$ cat config.mk
export PLATFORM = sky130hd
export DESIGN_NAME = rtc_burst_if
export DESIGN_NICKNAME = d
export VERILOG_FILES = /design/src/rtl/rtc_burst_if.sv
export SDC_FILE = /design/constraint.sdc
export NUM_CORES = 1
export LEC_CHECK = 0
export BUFFER_PORTS_ARGS = -buffer_cell sky130_fd_sc_hd__buf_2
export CAP_MARGIN = 10
export CORE_ASPECT_RATIO = 1.2
export CORE_MARGIN = 3
export CORE_UTILIZATION = 53
export DETAILED_ROUTE_END_ITERATION = 8
export MAX_ROUTING_LAYER = met4
export PLACE_DENSITY = 0.81
export SYNTH_ARGS = -nofsm -noshare
export SYNTH_HDL_FRONTEND = slang
export SYNTH_SLANG_ARGS = --single-unit
$ cat constraint.sdc
create_clock -name clock -period 2.7 [get_ports clock]
set_clock_uncertainty 0.1 [all_clocks]
set_input_delay 0.54 -clock clock [delete_from_list [all_inputs] [get_ports clock]]
set_output_delay 0.54 -clock clock [all_outputs]
set_load 0.1 [all_outputs]
$ cat src/rtl/rtc_burst_if.sv
// Burst controller for a multiplexed-address/data RTC bus: each element runs
// an address phase, a fixed gap, then a read or write data strobe.
module rtc_burst_if #(
  parameter int DW        = 8,
  parameter int ADDR_CYC  = 5,
  parameter int GAP_CYC   = 8,
  parameter int DATA_CYC  = 5,
  parameter int MAX_BURST = 8,
  localparam int IW = $clog2(MAX_BURST),
  localparam int LW = IW + 1
) (
  input  logic          clock,
  input  logic          reset,
  input  logic          start,
  input  logic          op,
  input  logic [DW-1:0] base_addr,
  input  logic [LW-1:0] burst_len,
  input  logic          wbuf_we,
  input  logic [IW-1:0] wbuf_idx,
  input  logic [DW-1:0] wbuf_data,
  input  logic [IW-1:0] rbuf_idx,
  output logic [DW-1:0] rbuf_data,
  input  logic [DW-1:0] bus_in,
  output logic [DW-1:0] bus_out,
  output logic          bus_oe,
  output logic          ad,
  output logic          cs,
  output logic          wr,
  output logic          rd,
  output logic          busy,
  output logic          done,
  output logic          ready,
  output logic          err
);

  localparam int CW = $clog2(ADDR_CYC + GAP_CYC + DATA_CYC + 1);

  localparam logic [3:0] S_IDLE  = 4'd0,  S_A_ALE = 4'd1,  S_A_CS  = 4'd2,
                         S_A_DRV = 4'd3,  S_A_WRH = 4'd4,  S_A_CSH = 4'd5,
                         S_A_ADH = 4'd6,  S_GAP   = 4'd7,  S_D_CS  = 4'd8,
                         S_D_STB = 4'd9,  S_D_END = 4'd10, S_DONE  = 4'd11;

  logic [3:0]    state_q, state_d;
  logic [CW-1:0] cnt_q, cnt_d;
  logic [IW-1:0] idx_q, idx_d;
  logic [DW-1:0] addr_q, addr_d;
  logic [LW-1:0] len_q, len_d;
  logic          op_q, op_d;

  logic          ad_q, cs_q, wr_q, rd_q, oe_q, busy_q, done_q, ready_q, err_q;
  logic          ad_d, cs_d, wr_d, rd_d, oe_d, busy_d, done_d, ready_d, err_d;
  logic [DW-1:0] bus_out_q, bus_out_d;

  logic [DW-1:0] wbuf_mem [MAX_BURST];
  logic [DW-1:0] rbuf_mem [MAX_BURST];

  logic len_ok, last_elem, accept, drv_addr, strobe, strobe_last;

  assign len_ok      = (burst_len != '0) && (burst_len <= LW'(MAX_BURST));
  assign last_elem   = (LW'(idx_q) + LW'(1)) == len_q;
  assign strobe_last = (state_q == S_D_STB) && (cnt_q == CW'(DATA_CYC - 1));

  // NOTE: every signal assigned here gets a default first, so no path can infer a latch.
  always_comb begin
    state_d = state_q;
    cnt_d   = cnt_q;
    idx_d   = idx_q;
    addr_d  = addr_q;
    len_d   = len_q;
    op_d    = op_q;
    accept  = 1'b0;
    case (state_q)
      S_IDLE: if (start && len_ok) begin
        accept  = 1'b1;
        state_d = S_A_ALE;
        op_d    = op;
        addr_d  = base_addr;
        len_d   = burst_len;
        idx_d   = '0;
        cnt_d   = '0;
      end
      S_A_ALE: state_d = S_A_CS;
      S_A_CS:  state_d = S_A_DRV;
      S_A_DRV: if (cnt_q == CW'(ADDR_CYC - 1)) begin
        cnt_d   = '0;
        state_d = S_A_WRH;
      end else cnt_d = cnt_q + CW'(1);
      S_A_WRH: state_d = S_A_CSH;
      S_A_CSH: state_d = S_A_ADH;
      S_A_ADH: state_d = S_GAP;
      S_GAP: if (cnt_q == CW'(GAP_CYC - 1)) begin
        cnt_d   = '0;
        state_d = S_D_CS;
      end else cnt_d = cnt_q + CW'(1);
      S_D_CS:  state_d = S_D_STB;
      S_D_STB: if (strobe_last) begin
        cnt_d   = '0;
        state_d = S_D_END;
      end else cnt_d = cnt_q + CW'(1);
      S_D_END: if (last_elem) state_d = S_DONE;
      else begin
        idx_d   = idx_q + IW'(1);
        addr_d  = addr_q + DW'(1);
        state_d = S_A_ALE;
      end
      S_DONE:  state_d = S_IDLE;
      default: state_d = S_IDLE;
    endcase
  end

  // Outputs are decoded from the next state so the registered pins line up with state_q.
  always_comb begin
    drv_addr = (state_d == S_A_DRV);
    strobe   = (state_d == S_D_STB);
    ad_d     = !(state_d inside {S_A_ALE, S_A_CS, S_A_DRV, S_A_WRH, S_A_CSH});
    cs_d     = !(state_d inside {S_A_CS, S_A_DRV, S_A_WRH, S_D_CS, S_D_STB});
    wr_d     = !(drv_addr || (strobe && op_d));
    rd_d     = !(strobe && !op_d);
    oe_d     = !wr_d;
    if (drv_addr)
      bus_out_d = addr_q;
    else if (strobe && op_d)
      // Write data is latched on entry to the strobe, so a mid-strobe host write waits a burst.
      bus_out_d = (state_q == S_D_STB) ? bus_out_q : wbuf_mem[idx_q];
    else
      bus_out_d = '1;
    busy_d  = (state_d != S_IDLE) && (state_d != S_DONE);
    done_d  = (state_d == S_DONE);
    ready_d = done_d ? 1'b1 : (accept ? 1'b0 : ready_q);
    err_d   = start && !accept;
  end

  // NOTE: sequential state uses non-blocking assignments only.
  always_ff @(posedge clock) begin
    if (reset) begin
      state_q   <= S_IDLE;
      cnt_q     <= '0;
      idx_q     <= '0;
      addr_q    <= '0;
      len_q     <= '0;
      op_q      <= 1'b0;
      ad_q      <= 1'b1;
      cs_q      <= 1'b1;
      wr_q      <= 1'b1;
      rd_q      <= 1'b1;
      oe_q      <= 1'b0;
      bus_out_q <= '1;
      busy_q    <= 1'b0;
      done_q    <= 1'b0;
      ready_q   <= 1'b0;
      err_q     <= 1'b0;
    end else begin
      state_q   <= state_d;
      cnt_q     <= cnt_d;
      idx_q     <= idx_d;
      addr_q    <= addr_d;
      len_q     <= len_d;
      op_q      <= op_d;
      ad_q      <= ad_d;
      cs_q      <= cs_d;
      wr_q      <= wr_d;
      rd_q      <= rd_d;
      oe_q      <= oe_d;
      bus_out_q <= bus_out_d;
      busy_q    <= busy_d;
      done_q    <= done_d;
      ready_q   <= ready_d;
      err_q     <= err_d;
    end
  end

  // NOTE: buffer memories are deliberately not reset; reset only blocks writes that cycle.
  always_ff @(posedge clock) begin
    if (!reset) begin
      if (wbuf_we) wbuf_mem[wbuf_idx] <= wbuf_data;
      if (strobe_last && !op_q) rbuf_mem[idx_q] <= bus_in;
    end
  end

  assign rbuf_data = rbuf_mem[rbuf_idx];
  assign bus_out   = bus_out_q;
  assign bus_oe    = oe_q;
  assign ad        = ad_q;
  assign cs        = cs_q;
  assign wr        = wr_q;
  assign rd        = rd_q;
  assign busy      = busy_q;
  assign done      = done_q;
  assign ready     = ready_q;
  assign err       = err_q;

endmodule

After elaboration in Yosys (flattened, before gate mapping) --
Memory sizes are Yosys's and may differ from the RTL's. A register that Yosys moved wholly into a read port is not among the register bits. Cells that the tools add are included.
Word-level totals: flip-flop bits (word level) 42, RAM bits 128, logic and storage cells 109, input port bits 39, memories 2
Memory list:
- rbuf_mem | words 8, width 8, rd ports 1, clocked after Yosys merged registers in 0, write ports 1, RTL line 55 | logic [DW-1:0] rbuf_mem [MAX_BURST];
- wbuf_mem | words 8, width 8, rd ports 1, clocked after Yosys merged registers in 1, write ports 1, RTL line 54 | logic [DW-1:0] wbuf_mem [MAX_BURST];
Operators by class: magnitude comparators 1, reduce and logical (&&, ||, !) cells 27, equal/unequal tests 25, muxes and demuxes 34, add/sub/neg operators 4
Operators by type and width (number):
- one-hot mux 4 bit (11 select lines) | 1
- 2-to-1 mux 8 bit | 5
- equality test 4 x 3 -> 1 bit, second input constant | 6
- equality test 4 bit, second input constant | 6
- 2-to-1 mux 4 bit | 5
- 2-to-1 mux 5 bit | 4
- one-hot mux 5 bit (4 select lines) | 1
- equality test 4 x 2 -> 1 bit, second input constant | 4
- one-hot mux 8 bit (2 select lines) | 1
- 2-to-1 mux 1 bit | 12
- 2-to-1 mux 3 bit | 4
- nonzero test 4 bit | 3
- equality test 5 x 3 -> 1 bit, second input constant | 2
- nonzero test 5 bit | 2
- adder 8 x 1 -> 8 bit, second input constant | 1
- equality test 4 x 1 -> 1 bit, second input constant | 2
- logical AND 1 bit | 8
- zero test 1 bit | 7
- one-hot mux 3 bit (2 select lines) | 1
- adder 5 x 1 -> 5 bit, second input constant | 1
- adder 3 x 1 -> 4 bit, second input constant | 1
- equality test 4 bit | 1
- less-or-equal comparator 4 bit, second input constant | 1
- zero test 4 bit | 1
- other kinds (8) | 11

Logic depth before layout (Yosys ltp) --
depth in word-level cells 9, gate-level depth with buffers 9, gate-level depth less buffers 8

Worst setup path before layout --
No wires, ideal clock.
kind input to output, start point in rbuf_idx[0], end point out rbuf_data[0], arrival 2.262 ns, stages 4, path slack -0.202 ns, cell sequence clkbuf_1 > buf_2 > mux4_2 > mux2_2
Between the ends: longest elaborated chain between the ends 1
Ends and longest elaborated chain:
- from (decl) | RTL line 21 | input logic [IW-1:0] rbuf_idx,
- memory (8 x 8 bit)
- to (decl) | RTL line 22 | output logic [DW-1:0] rbuf_data,
Every way passes these cells.

Worst setup path in the final report --
start point in rbuf_idx[0], end point out rbuf_data[4]
The elaborated chain is that of the path after synthesis.

==> out/results.tsv <==
stage	metric	value	unit
logic_synthesis	share of synthesized registers carrying an async set or reset	0	
worst_setup_path	startpoint types	input pin	
flow_run	max-cap viol count	0	
timing	final critical-path setup slack	131	ps
worst_hold_path	Min-Delay Path Depth	1	
die	Die H	134	um
worst_setup_path	cells on worst reg2reg path	7	
placement	gpl congestion	0.908	
logic_synthesis	syn_nets	539	
placement	pre-CTS setup slack	-17.0	ps
grt	initial antenna violation count	0	
placement	placed instance area	7850	um^2
worst_setup_path	Critical R2R Launch	state_q[0]$_SDFF_PP0_	
worst_hold_path	Hold/Removal Path Class	in -> reg	
worst_setup_path	critical path arrival	1930	ps
timing	final hold violations	0	
power_and_ir_drop	Logic pwr share	0.106	
layout	Non-Filler Instances	762	
timing	fin crit period	2570	ps
timing	Achievable Freq	389	MHz
drt	initial DRC count	293	
timing	Hold WS	285	ps
worst_setup_path	Worst Path Max Fanout	16	
logic_synthesis	Post-Syn Area	7230	um^2
worst_setup_path	worst path required time	2060	ps
layout	Final Core Density	0.634	
worst_setup_path	Crit. Startpoint	rbuf_idx[0]	
placement	# port buffers	63	
power_and_ir_drop	Sw Ratio	0.257	
drt	Post-DRT Antenna Nets	0	
die	row count	46	
layout	Area growth, synth to finish	16.7	%
logic_synthesis	EDFF count, synth	128	
layout	Antenna Cells	0	
drt	DR vias/cell	5.90	
clocking	CTS Buffer Depth	2	
timing	Slew HR	0.539	
layout	fraction of layout cells with a size suffix above 1	0.298	
worst_setup_path	CP max-delay cell	mux4_2	
grt	grt ovf	0	
grt	largest net degree at the start of global routing	24	
grt	GRT Overall Usage	0.210	
grt	vias in the first global route	4628	
placement	DP HPWL	10000	um
drt	final wirelength	14500	um
die	Initial Utilization	0.544	
clocking	later-pin clock latency in the skew report	430	ps
clocking	CTS H-tree lvls	4	
worst_setup_path	Setup CP Type	in -> out	
power_and_ir_drop	Clock power frac	0.391	
layout	fin area	8430	um^2
logic_synthesis	ys flop type	edfxtp_1	
clocking	Root Buffer	clkbuf_16	
layout	commonest non-fill, non-tap cell in the layout	edfxtp_1	
worst_setup_path	Crit path largest cell delay	510	ps
power_and_ir_drop	power per standard cell area	698	nW/um^2
status	run status	completed	
power_and_ir_drop	switching power	1.51	mW
worst_setup_path	critical path, cell by cell	buf_2, buf_12, mux4_2, mux2_2, buf_2	
timing	Least-Margin Pin Slew	689	ps
timing	pins over their slew limit	0	
clocking	clk slew on worst S/H paths	60	ps
clocking	# clock sinks	173	
logic_synthesis	yosys warns	0	
die	Die ar.	15100	um^2
logic_synthesis	register area share after synthesis	0.657	
worst_setup_path	Setup crit end	rbuf_data[4]	
logic_synthesis	Syn Inst Count	496	
layout	Net count, final	625	
worst_setup_path	register-to-register setup slack	260	ps
power_and_ir_drop	worst vdd ir	0.431	mV
timing	Setup Viol. Count Final	0	
layout	commonest cells after routing, fill and taps aside	128 x edfxtp_1, 63 x buf_2, 44 x dfxtp_1, 36 x nor2_1, 30 x buf_4	
grt	global-route wire length before repair	23700	um
timing	Total Neg Setup Slack	0	ps
worst_setup_path	Crit path top cell by count	buf_2	
logic_synthesis	Syn Area/Cell	14.6	um^2
power_and_ir_drop	Pleak	2.86	nW
layout	Register Area	4750	um^2
clocking	CTS tree	built	
timing	RSZ-0062 raised after global routing	false	
logic_synthesis	#FFs+latches synth	173	
worst_setup_path	worst flop-to-flop path endpoint	bus_out[5]$_SDFFE_PP1P_	
drt	Residual DRC	0	
power_and_ir_drop	Pwr Total	5.88	mW
placement	dpl cells	728	
layout	Fill cells	930	
drt	post-DR wirelength/cell	19.1	um
drt	via count	4492	
drt	DR pass1 iterations	5	
worst_setup_path	CP Capture Type	output pin	
timing	fin crit share	0.951	
die	Die Width	113	um
clocking	CTS buffer count	17	
die	IO Count	64	
power_and_ir_drop	register share of total power	0.503	
logic_synthesis	synth unique cells	69	
die	Core Region	13300	um^2
power_and_ir_drop	internal power	4.37	mW
layout	multi-input logic area	2320	um^2
## how the worst min path moves through the flow
stage | from | end | slack (ps)
final | bus_in[4] | rbuf_mem[4][4]$_DFFE_PP_ | 280
after detailed placement | bus_out[6]$_SDFFE_PP1P_ | bus_out[6]$_SDFFE_PP1P_ | 370
after floorplan | len_q[1]$_SDFFE_PP0P_ | len_q[1]$_SDFFE_PP0P_ | 350
after global routing | burst_len[0] | len_q[0]$_SDFFE_PP0P_ | 280
after global placement | bus_out[6]$_SDFFE_PP1P_ | bus_out[6]$_SDFFE_PP1P_ | 360
after CTS | burst_len[3] | len_q[3]$_SDFFE_PP0P_ | 260
## area by class of cell
cell class                      instances  share of cell area
Sequential cell                       173               0.563
Multi-Input combinational cell        288               0.276
Timing Repair Buffer                   94              0.0665
Clock buffer                           17              0.0505
Tap cell                              168              0.0249
Clock inverter                         14              0.0160
Inverter                                8             0.00356
## worst max-delay path: cells and delay by family
kind / cells / cell delay [ps]
mux: 2 / 810
buf+inv: 3 / 570
## state kept, by name, indices dropped and copies added (netlist names), 3 cells and up, named ones only
signal and count:
addr_q 8, bus_out 8, cnt_q 5, idx_q 3, len_q 4, rbuf_mem 64, state_q 4, wbuf_mem 64
## logic make-up (layout without fill, tap and decap cells)
family,Yosys count,in the layout,share of synthesized area
xor gates and xnor gates,3,3,0.00364
DFF,173,173,0.657
adders and majority gates,4,4,0.00693
AOI/OAI and AO/OA,93,93,0.0930
and+or+nand+nor,136,136,0.101
muxes,52,52,0.117
buffers and inverters,35,133,0.0220
## timing repair
action	CTS	global route
hold buffers	0	0
buffers inserted	0	3
setup endpoints to repair	0	9
gates resized for setup	0	2
## metal layers
metal	track usage	routed length (um)
met1	0.252	5850
met4	0.0868	352
met3	0.0510	798
met2	0.343	7530
met5	-	0
## power groups by stage
stage	Sequential [mW]	Combinational, mW	Clock [mW]
floorplan	3.16	0.315	0
global placement	3.01	0.601	0
detailed placement	3.02	0.616	0
CTS	2.96	0.619	2.34
global route	2.97	0.667	2.44
finish	2.96	0.622	2.30
## cell usage after synthesis, drive strengths merged (5+ instances only)
cell type,instances,area (um^2)
a211o,9,78.8
a21oi,21,109
a221oi,8,70.1
a311oi,5,43.8
a31oi,7,43.8
and2,7,46.3
buf,12,71.3
clkbuf,15,57.6
dfxtp,45,901
edfxtp,128,3840
inv,7,26.3
mux2,11,124
mux2i,17,183
mux4,24,541
nand2,27,101
nand2b,7,43.8
nand3,8,40.0
nor2,37,141
nor2b,8,50.1
nor3,13,70.1
nor3b,7,57.6
o21ai,19,95.1
(Power assumes the default switching activity.)
